[config.mk]
export PLATFORM = sky130hd
export DESIGN_NAME = pipeline_hazard_ctrl
export DESIGN_NICKNAME = d
export VERILOG_FILES = /design/src/rtl/pipeline_hazard_ctrl_pkg.sv /design/src/rtl/pipeline_hazard_ctrl_hazard_detect.sv /design/src/rtl/pipeline_hazard_ctrl.sv
export SDC_FILE = /design/constraint.sdc
export NUM_CORES = 1
export LEC_CHECK = 0
export CAP_MARGIN = 20
export CORE_ASPECT_RATIO = 1.25
export CORE_MARGIN = 8
export CORE_UTILIZATION = 30
export CTS_CLUSTER_SIZE = 12
export DETAILED_ROUTE_END_ITERATION = 6
export PLACE_DENSITY = 0.62
export SETUP_SLACK_MARGIN = 0.5
export SYNTH_ARGS = -nofsm -noshare
export SYNTH_HDL_FRONTEND = slang
export SYNTH_SLANG_ARGS = --single-unit
[constraint.sdc]
create_clock -name clk -period 9.2 [get_ports clk]
set_input_delay 2.76 -clock clk [delete_from_list [all_inputs] [get_ports clk]]
set_output_delay 2.76 -clock clk [all_outputs]
set_load 0.1 [all_outputs]
[src/rtl/pipeline_hazard_ctrl_pkg.sv]
// Shared types and constants for the pipeline hazard controller:
// FSM state encoding, register-index width and the x0 register-match helper.
package pipeline_hazard_ctrl_pkg;

    localparam int REG_W = 5;
    localparam logic [REG_W-1:0] REG_X0 = '0;

    typedef enum logic [1:0] {
        ST_RUN      = 2'd0,
        ST_MEM_WAIT = 2'd1,
        ST_DRAIN    = 2'd2,
        ST_HALTED   = 2'd3
    } state_e;

    // A destination register of x0 never produces a dependency.
    function automatic logic reg_hit(input logic [REG_W-1:0] rd,
                                     input logic [REG_W-1:0] rs1,
                                     input logic [REG_W-1:0] rs2);
        return (rd != REG_X0) && ((rd == rs1) || (rd == rs2));
    endfunction

endpackage

[src/rtl/pipeline_hazard_ctrl_hazard_detect.sv]
// Combinational dependency detection between decode sources and
// in-flight destinations: load-use (lu) and decode-branch (bh) hazards.
module hazard_detect
    import pipeline_hazard_ctrl_pkg::*;
(
    input  logic [REG_W-1:0] Rs1D,
    input  logic [REG_W-1:0] Rs2D,
    input  logic             BranchD,
    input  logic [REG_W-1:0] RdE,
    input  logic             RegWriteEnE,
    input  logic             MemReadEnE,
    input  logic [REG_W-1:0] RdM,
    input  logic             MemReadEnM,
    output logic             lu,
    output logic             bh
);

    logic hit_e;
    logic hit_m;

    always_comb begin
        hit_e = reg_hit(RdE, Rs1D, Rs2D);
        hit_m = reg_hit(RdM, Rs1D, Rs2D);
        lu    = MemReadEnE & hit_e;
        // Branches resolve in decode, so they also wait on ALU results in E and loads in M.
        bh    = BranchD & ((RegWriteEnE & hit_e) | (MemReadEnM & hit_m));
    end

endmodule

[src/rtl/pipeline_hazard_ctrl.sv]
// Pipeline sequencing: stall/flush generation, data-memory wait with timeout,
// halt drain, and a saturating count of fetch-stall cycles.
module pipeline_hazard_ctrl
    import pipeline_hazard_ctrl_pkg::*;
#(
    parameter int MEM_TIMEOUT  = 16,
    parameter int DRAIN_CYCLES = 4,
    parameter int CNT_W        = 32
) (
    input  logic             clk,
    input  logic             rst,
    input  logic [REG_W-1:0] Rs1D,
    input  logic [REG_W-1:0] Rs2D,
    input  logic             BranchD,
    input  logic [REG_W-1:0] RdE,
    input  logic             RegWriteEnE,
    input  logic             MemReadEnE,
    input  logic [REG_W-1:0] RdM,
    input  logic             MemReadEnM,
    input  logic             PCSF,
    input  logic             mem_req,
    input  logic             mem_ready,
    input  logic             halt_req,
    output logic             StallF,
    output logic             StallD,
    output logic             StallE,
    output logic             FlushD,
    output logic             FlushE,
    output logic             halted,
    output logic             mem_err,
    output logic [CNT_W-1:0] stall_cnt
);

    localparam int WAIT_W = $clog2(MEM_TIMEOUT + 1);
    localparam int DRN_W  = $clog2(DRAIN_CYCLES + 1);

    state_e             state_q, state_d;
    logic [WAIT_W-1:0]  wait_cnt_q, wait_cnt_d;
    logic [DRN_W-1:0]   drain_cnt_q, drain_cnt_d;
    logic               mem_err_q, mem_err_d;
    logic [CNT_W-1:0]   stall_cnt_q, stall_cnt_d;

    logic lu;
    logic bh;
    logic mw;
    logic run_stall;

    hazard_detect u_hazard_detect (
        .Rs1D        (Rs1D),
        .Rs2D        (Rs2D),
        .BranchD     (BranchD),
        .RdE         (RdE),
        .RegWriteEnE (RegWriteEnE),
        .MemReadEnE  (MemReadEnE),
        .RdM         (RdM),
        .MemReadEnM  (MemReadEnM),
        .lu          (lu),
        .bh          (bh)
    );

    assign mw        = mem_req & ~mem_ready;
    // A redirect discards the dependent instruction, so it wins over lu/bh.
    assign run_stall = (lu | bh) & ~PCSF;

    always_comb begin
        state_d     = state_q;
        wait_cnt_d  = wait_cnt_q;
        drain_cnt_d = drain_cnt_q;
        mem_err_d   = mem_err_q;
        StallF      = 1'b0;
        StallD      = 1'b0;
        StallE      = 1'b0;
        FlushD      = 1'b0;
        FlushE      = 1'b0;

        case (state_q)
            ST_RUN: begin
                wait_cnt_d  = '0;
                drain_cnt_d = '0;
                if (mw) begin
                    state_d    = ST_MEM_WAIT;
                    wait_cnt_d = WAIT_W'(1);
                    StallF     = 1'b1;
                    StallD     = 1'b1;
                    StallE     = 1'b1;
                end else begin
                    FlushD = PCSF;
                    StallF = run_stall;
                    StallD = run_stall;
                    FlushE = run_stall;
                    if (halt_req) begin
                        state_d = ST_DRAIN;
                    end
                end
            end
            ST_MEM_WAIT: begin
                if (mem_ready) begin
                    // Completion cycle behaves like RUN so a held redirect lands now.
                    state_d    = ST_RUN;
                    wait_cnt_d = '0;
                    FlushD     = PCSF;
                    StallF     = run_stall;
                    StallD     = run_stall;
                    FlushE     = run_stall;
                end else begin
                    StallF     = 1'b1;
                    StallD     = 1'b1;
                    StallE     = 1'b1;
                    wait_cnt_d = wait_cnt_q + WAIT_W'(1);
                    if (wait_cnt_q >= WAIT_W'(MEM_TIMEOUT - 1)) begin
                        mem_err_d = 1'b1;
                        state_d   = ST_HALTED;
                    end
                end
            end
            ST_DRAIN: begin
                StallF = 1'b1;
                StallD = 1'b1;
                FlushE = 1'b1;
                if (mw) begin
                    StallE = 1'b1;
                end else if (drain_cnt_q == DRN_W'(DRAIN_CYCLES - 1)) begin
                    state_d = ST_HALTED;
                end else begin
                    drain_cnt_d = drain_cnt_q + DRN_W'(1);
                end
            end
            ST_HALTED: begin
                StallF = 1'b1;
                StallD = 1'b1;
                StallE = 1'b1;
                FlushE = 1'b1;
            end
            default: begin
                state_d = ST_RUN;
            end
        endcase

        if (!rst) begin
            StallF = 1'b0;
            StallD = 1'b0;
            StallE = 1'b0;
            FlushD = 1'b0;
            FlushE = 1'b0;
        end

        stall_cnt_d = stall_cnt_q;
        if (StallF && (stall_cnt_q != '1)) begin
            stall_cnt_d = stall_cnt_q + CNT_W'(1);
        end
    end

    always_ff @(posedge clk) begin
        if (!rst) begin
            state_q     <= ST_RUN;
            wait_cnt_q  <= '0;
            drain_cnt_q <= '0;
            mem_err_q   <= 1'b0;
            stall_cnt_q <= '0;
        end else begin
            state_q     <= state_d;
            wait_cnt_q  <= wait_cnt_d;
            drain_cnt_q <= drain_cnt_d;
            mem_err_q   <= mem_err_d;
            stall_cnt_q <= stall_cnt_d;
        end
    end

    assign halted    = (state_q == ST_HALTED);
    assign mem_err   = mem_err_q;
    assign stall_cnt = stall_cnt_q;

endmodule

==> impl_metrics.prom <==
# TYPE chip_impl_metric gauge
chip_impl_info{name="run_status",value="finished, final reports clean"} 1
chip_impl_info{name="clock_tree_from_tritoncts",value="built"} 1
chip_impl_metric{name="clock_power_share",unit="%"} 20.2
chip_impl_info{name="route.top_layer_used",value="met4"} 1
chip_impl_metric{name="number_of_enable_type_register_cells_in_the_synthesized_netlist",unit=""} 0
chip_impl_metric{name="ys_types",unit=""} 43
chip_impl_metric{name="via_per_inst",unit=""} 5.207
chip_impl_metric{name="start_util",unit="%"} 30.71
chip_impl_metric{name="clkLatencyLatePin",unit="ps"} 300
chip_impl_metric{name="detailroute.via_count",unit=""} 2671
chip_impl_metric{name="io_buffers",unit=""} 68
chip_impl_metric{name="tightest_slew",unit="ps"} 1010
chip_impl_metric{name="fin_skew",unit="ps"} 10.65
chip_impl_metric{name="ys_seq_area_share",unit="%"} 32.39
chip_impl_metric{name="ctsResizeCount",unit=""} 0
chip_impl_metric{name="finalHoldViolCount",unit=""} 0
chip_impl_metric{name="switching_power",unit="mW"} 0.2669
chip_impl_metric{name="drcViolationCount",unit=""} 0
chip_impl_metric{name="placed_cells_incl_taps",unit=""} 505
chip_impl_info{name="min-delay-path-class",value="reg -> reg"} 1
chip_impl_metric{name="gp_routability_congestion",unit=""} 0.7788
chip_impl_info{name="clock-root-buffer",value="sky130_fd_sc_hd__clkbuf_8"} 1
chip_impl_info{name="critPathKind",value="in -> out"} 1
chip_impl_metric{name="async_reset_ff_share",unit="%"} 0
chip_impl_metric{name="synth.cell_area",unit="um2"} 2658
chip_impl_metric{name="design.portCount",unit=""} 69
chip_impl_info{name="synth_largest_area_cell",value="sky130_fd_sc_hd__dfxtp_1"} 1
chip_impl_metric{name="fp.dieH",unit="um"} 121.2
chip_impl_metric{name="grt_start_max_net_pins",unit=""} 64
chip_impl_metric{name="max_clock_freq",unit="GHz"} 0.1271
chip_impl_metric{name="syn_avg_cell_area",unit="um2"} 7.933
chip_impl_metric{name="powerDensity",unit="nW/um2"} 170.4
chip_impl_metric{name="netSwitchingFraction",unit="%"} 45.02
chip_impl_info{name="setup.worst_path.start_class",value="primary input"} 1
chip_impl_metric{name="timing.reg2reg.setup_slack",unit="ps"} 6470
chip_impl_metric{name="cp_data_required_time",unit="ps"} 6440
chip_impl_metric{name="rows",unit=""} 38
chip_impl_metric{name="fp.coreArea",unit="um2"} 8653
chip_impl_metric{name="p_seq_share",unit="%"} 35.0
chip_impl_metric{name="drt-total-wl",unit="mm"} 7.250
chip_impl_metric{name="synth.net_count",unit=""} 375
chip_impl_metric{name="antenna_left",unit=""} 0
chip_impl_metric{name="postSynthCellCount",unit=""} 335
chip_impl_metric{name="clock_period_minus_final_worst_setup_slack",unit="ps"} 7868
chip_impl_metric{name="floorplan.die_area",unit="um2"} 12150
chip_impl_metric{name="timing.setup.tns",unit="ps"} 0
chip_impl_metric{name="internal_power",unit="mW"} 0.3260
chip_impl_metric{name="tightest_slew_margin_relative_to_the_limit",unit="%"} 32.43
chip_impl_metric{name="die_x",unit="um"} 100.2
chip_impl_metric{name="dpl_hpwl",unit="mm"} 5.507
chip_impl_metric{name="first_global_vias",unit=""} 2686
chip_impl_metric{name="combPwrFrac",unit="%"} 44.8
chip_impl_metric{name="antenna_violations_before_repair",unit=""} 0
chip_impl_info{name="grt_setup_unrepaired",value="no"} 1
chip_impl_metric{name="clock_transition_at_path_regs",unit="ps"} 80
chip_impl_metric{name="cts_setup_buffers",unit=""} 0
chip_impl_metric{name="cts_buffers",unit=""} 5
chip_impl_metric{name="drt_iter0_markers",unit=""} 125
chip_impl_metric{name="global_route.overflow_total",unit=""} 0
chip_impl_metric{name="number_of_nets_in_the_finished_design",unit=""} 432
chip_impl_metric{name="antenna_cells",unit=""} 0
chip_impl_metric{name="met3_wirelength",unit="um"} 515
chip_impl_metric{name="drive_gt1_share",unit="%"} 4.326
chip_impl_metric{name="final-instance-count-excl-fill",unit=""} 513
chip_impl_metric{name="met1Wirelength",unit="mm"} 3.149
chip_impl_metric{name="drtPass1Iterations",unit=""} 4
chip_impl_metric{name="grt_first_pass_wirelength",unit="mm"} 12.41
chip_impl_metric{name="fin_crit_sh",unit="%"} 85.52
chip_impl_metric{name="cts_max_path_buffers",unit=""} 2
chip_impl_metric{name="worst-path-max-fanout",unit=""} 63
chip_impl_metric{name="worst_ir_drop_vdd",unit="mV"} 0.1368
chip_impl_metric{name="yosys_reg_bits",unit=""} 43
chip_impl_metric{name="cap_viol_max_count",unit=""} 0
chip_impl_metric{name="cp_slowest_stage_delay",unit="ps"} 540
chip_impl_info{name="worstPathCellList",value="clkdlybuf4s50_1 -> or3_1 -> o311a_1 -> a22oi_1 -> o32a_4 -> nor2_1 -> buf_4"} 1
chip_impl_info{name="yosys_most_used_dff",value="sky130_fd_sc_hd__dfxtp_1"} 1
chip_impl_metric{name="timing.final.setup_violations",unit=""} 0
chip_impl_metric{name="post_drt_wl_per_cell",unit="um"} 14.13
chip_impl_info{name="endpoint_kind_of_the_worst_setup_timing_path",value="output pin"} 1
chip_impl_metric{name="total_leakage_power",unit="nW"} 1.135
chip_impl_metric{name="final_max_slew_viol_count",unit=""} 0
chip_impl_metric{name="worst-endpoint-arrival",unit="ps"} 5110
chip_impl_info{name="synth.top_cells.by_area",value="sky130_fd_sc_hd__dfxtp_1 (32%), sky130_fd_sc_hd__xnor2_1 (6.6%), sky130_fd_sc_hd__a21oi_1 (6.4%)"} 1
chip_impl_metric{name="cts_hold_buffers",unit=""} 0
chip_impl_info{name="cp_slowest_cell",value="sky130_fd_sc_hd__o32a_4"} 1
chip_impl_metric{name="h-tree-depth",unit=""} 2
chip_impl_metric{name="met2_wirelength",unit="mm"} 3.537
chip_impl_metric{name="synth_top_area_share",unit="%"} 32.39
chip_impl_metric{name="yosysWarningCount",unit=""} 0
chip_impl_info{name="synth_commonest_cells",value="sky130_fd_sc_hd__dfxtp_1 (43), sky130_fd_sc_hd__nand2_1 (35), sky130_fd_sc_hd__a21oi_1 (34)"} 1
chip_impl_metric{name="global_route.usage.total",unit="%"} 12.32
chip_impl_metric{name="cts_num_sinks",unit=""} 43
chip_impl_metric{name="layout-area-overhead-vs-synth",unit="%"} 30.93
chip_impl_metric{name="finalCoreUtilization",unit="%"} 40.21
chip_impl_info{name="yosys.cell_count.top_type",value="sky130_fd_sc_hd__dfxtp_1"} 1
[path summary, 6_finish.rpt]
check                        to          from  cells after the start
hold / removal          mem_err       mem_err                      2
hold reg to reg         mem_err       mem_err                      2
setup reg to reg  stall_cnt[12]  stall_cnt[1]                      7
setup / recovery         StallF        RdM[1]                      7
[cell families (layout without fill, tap and decap cells)]
group / after synthesis / after routing / share of synthesized area (%)
AND/OR/NAND/NOR: 145 / 145 / 29.28
buffers and inverters: 26 / 84 / 4.520
adder cells (fa/ha/maj): 10 / 10 / 4.708
flip-flops: 43 / 43 / 32.39
multiplexers: 3 / 3 / 1.130
AO/OA/AOI/OAI: 88 / 88 / 21.37
XOR/XNOR: 20 / 20 / 6.591
[layout make-up]
class	count	area (um2)
multi-input combinational	266	1677
timing repair buffer	69	680.7
clock buffer	6	72.57
tap	120	150.1
inverter	7	26.28
sequential	43	860.8
clock inverter	2	12.51
fill	932	5174
[layer usage]
layer | global-route usage [%] | up-vias
li1 | - | 1360
met1 | 14.02 | 1241
met2 | 21.14 | 66
met3 | 4.478 | 4
met4 | 3.223 | 0
met5 | 0 | -
[per-stage QoR]
| stage | total power, mW | hold WS [ps] | worst slack (ps) | cell area, um2 |
|---|---|---|---|---|
| 6_report | 0.5929 | 488.8 | 1332 | 3480 |
| 5_1_grt | 0.6343 | 514.6 | 1164 | 3480 |
| 4_1_cts | 0.5998 | 489.6 | 1312 | 3480 |
| 3_5_place_dp | 0.4789 | 463.6 | 1306 | 3395 |
| 3_3_place_gp | 0.4764 | 465.5 | 1357 | 3395 |
| 2_1_floorplan | 0.4301 | 456.0 | 703.5 | 2658 |
[power by group through the flow]
stage | Clock, mW | Combinational (mW) | Sequential, mW
after floorplan | 0 | 0.191 | 0.239
after global placement | 0 | 0.265 | 0.211
after detailed placement | 0 | 0.267 | 0.212
after global routing | 0.136 | 0.289 | 0.210
after CTS | 0.125 | 0.267 | 0.208
final | 0.120 | 0.265 | 0.207
[cells in the final DEF, fill, tap and decap left out, types with 5 or more instances in the layout]
| cell type | Yosys | layout |
|---|---|---|
| sky130_fd_sc_hd__inv_1 | 7 | 7 |
| sky130_fd_sc_hd__nand3_1 | 17 | 17 |
| sky130_fd_sc_hd__clkbuf_8 | 0 | 5 |
| sky130_fd_sc_hd__or3_1 | 13 | 13 |
| sky130_fd_sc_hd__ha_1 | 10 | 10 |
| sky130_fd_sc_hd__nand4_1 | 8 | 8 |
| sky130_fd_sc_hd__nand2b_1 | 5 | 5 |
| sky130_fd_sc_hd__o21ai_0 | 12 | 12 |
| sky130_fd_sc_hd__clkdlybuf4s50_1 | 0 | 65 |
| sky130_fd_sc_hd__dfxtp_1 | 43 | 43 |
| sky130_fd_sc_hd__and3_1 | 10 | 10 |
| sky130_fd_sc_hd__nand2_1 | 35 | 35 |
| sky130_fd_sc_hd__a21oi_1 | 34 | 34 |
| sky130_fd_sc_hd__or4_1 | 16 | 16 |
| sky130_fd_sc_hd__nor2_1 | 24 | 24 |
| sky130_fd_sc_hd__xnor2_1 | 20 | 20 |
| sky130_fd_sc_hd__o31ai_1 | 14 | 14 |
[registers in the layout, summed over array words and instances, names as in the netlist]
signal,cells
drain_cnt_q,3
mem_err,1
stall_cnt,32
state_q,2
wait_cnt_q,5
[worst max-delay path, delay by kind of cell]
kind                   cells  cell delay (ps)
AOI/OAI and AO/OA          3             1080
buffers and inverters      2              730
and+or+nand+nor            2              520
Note: power is estimated with default switching activity, not from simulation.
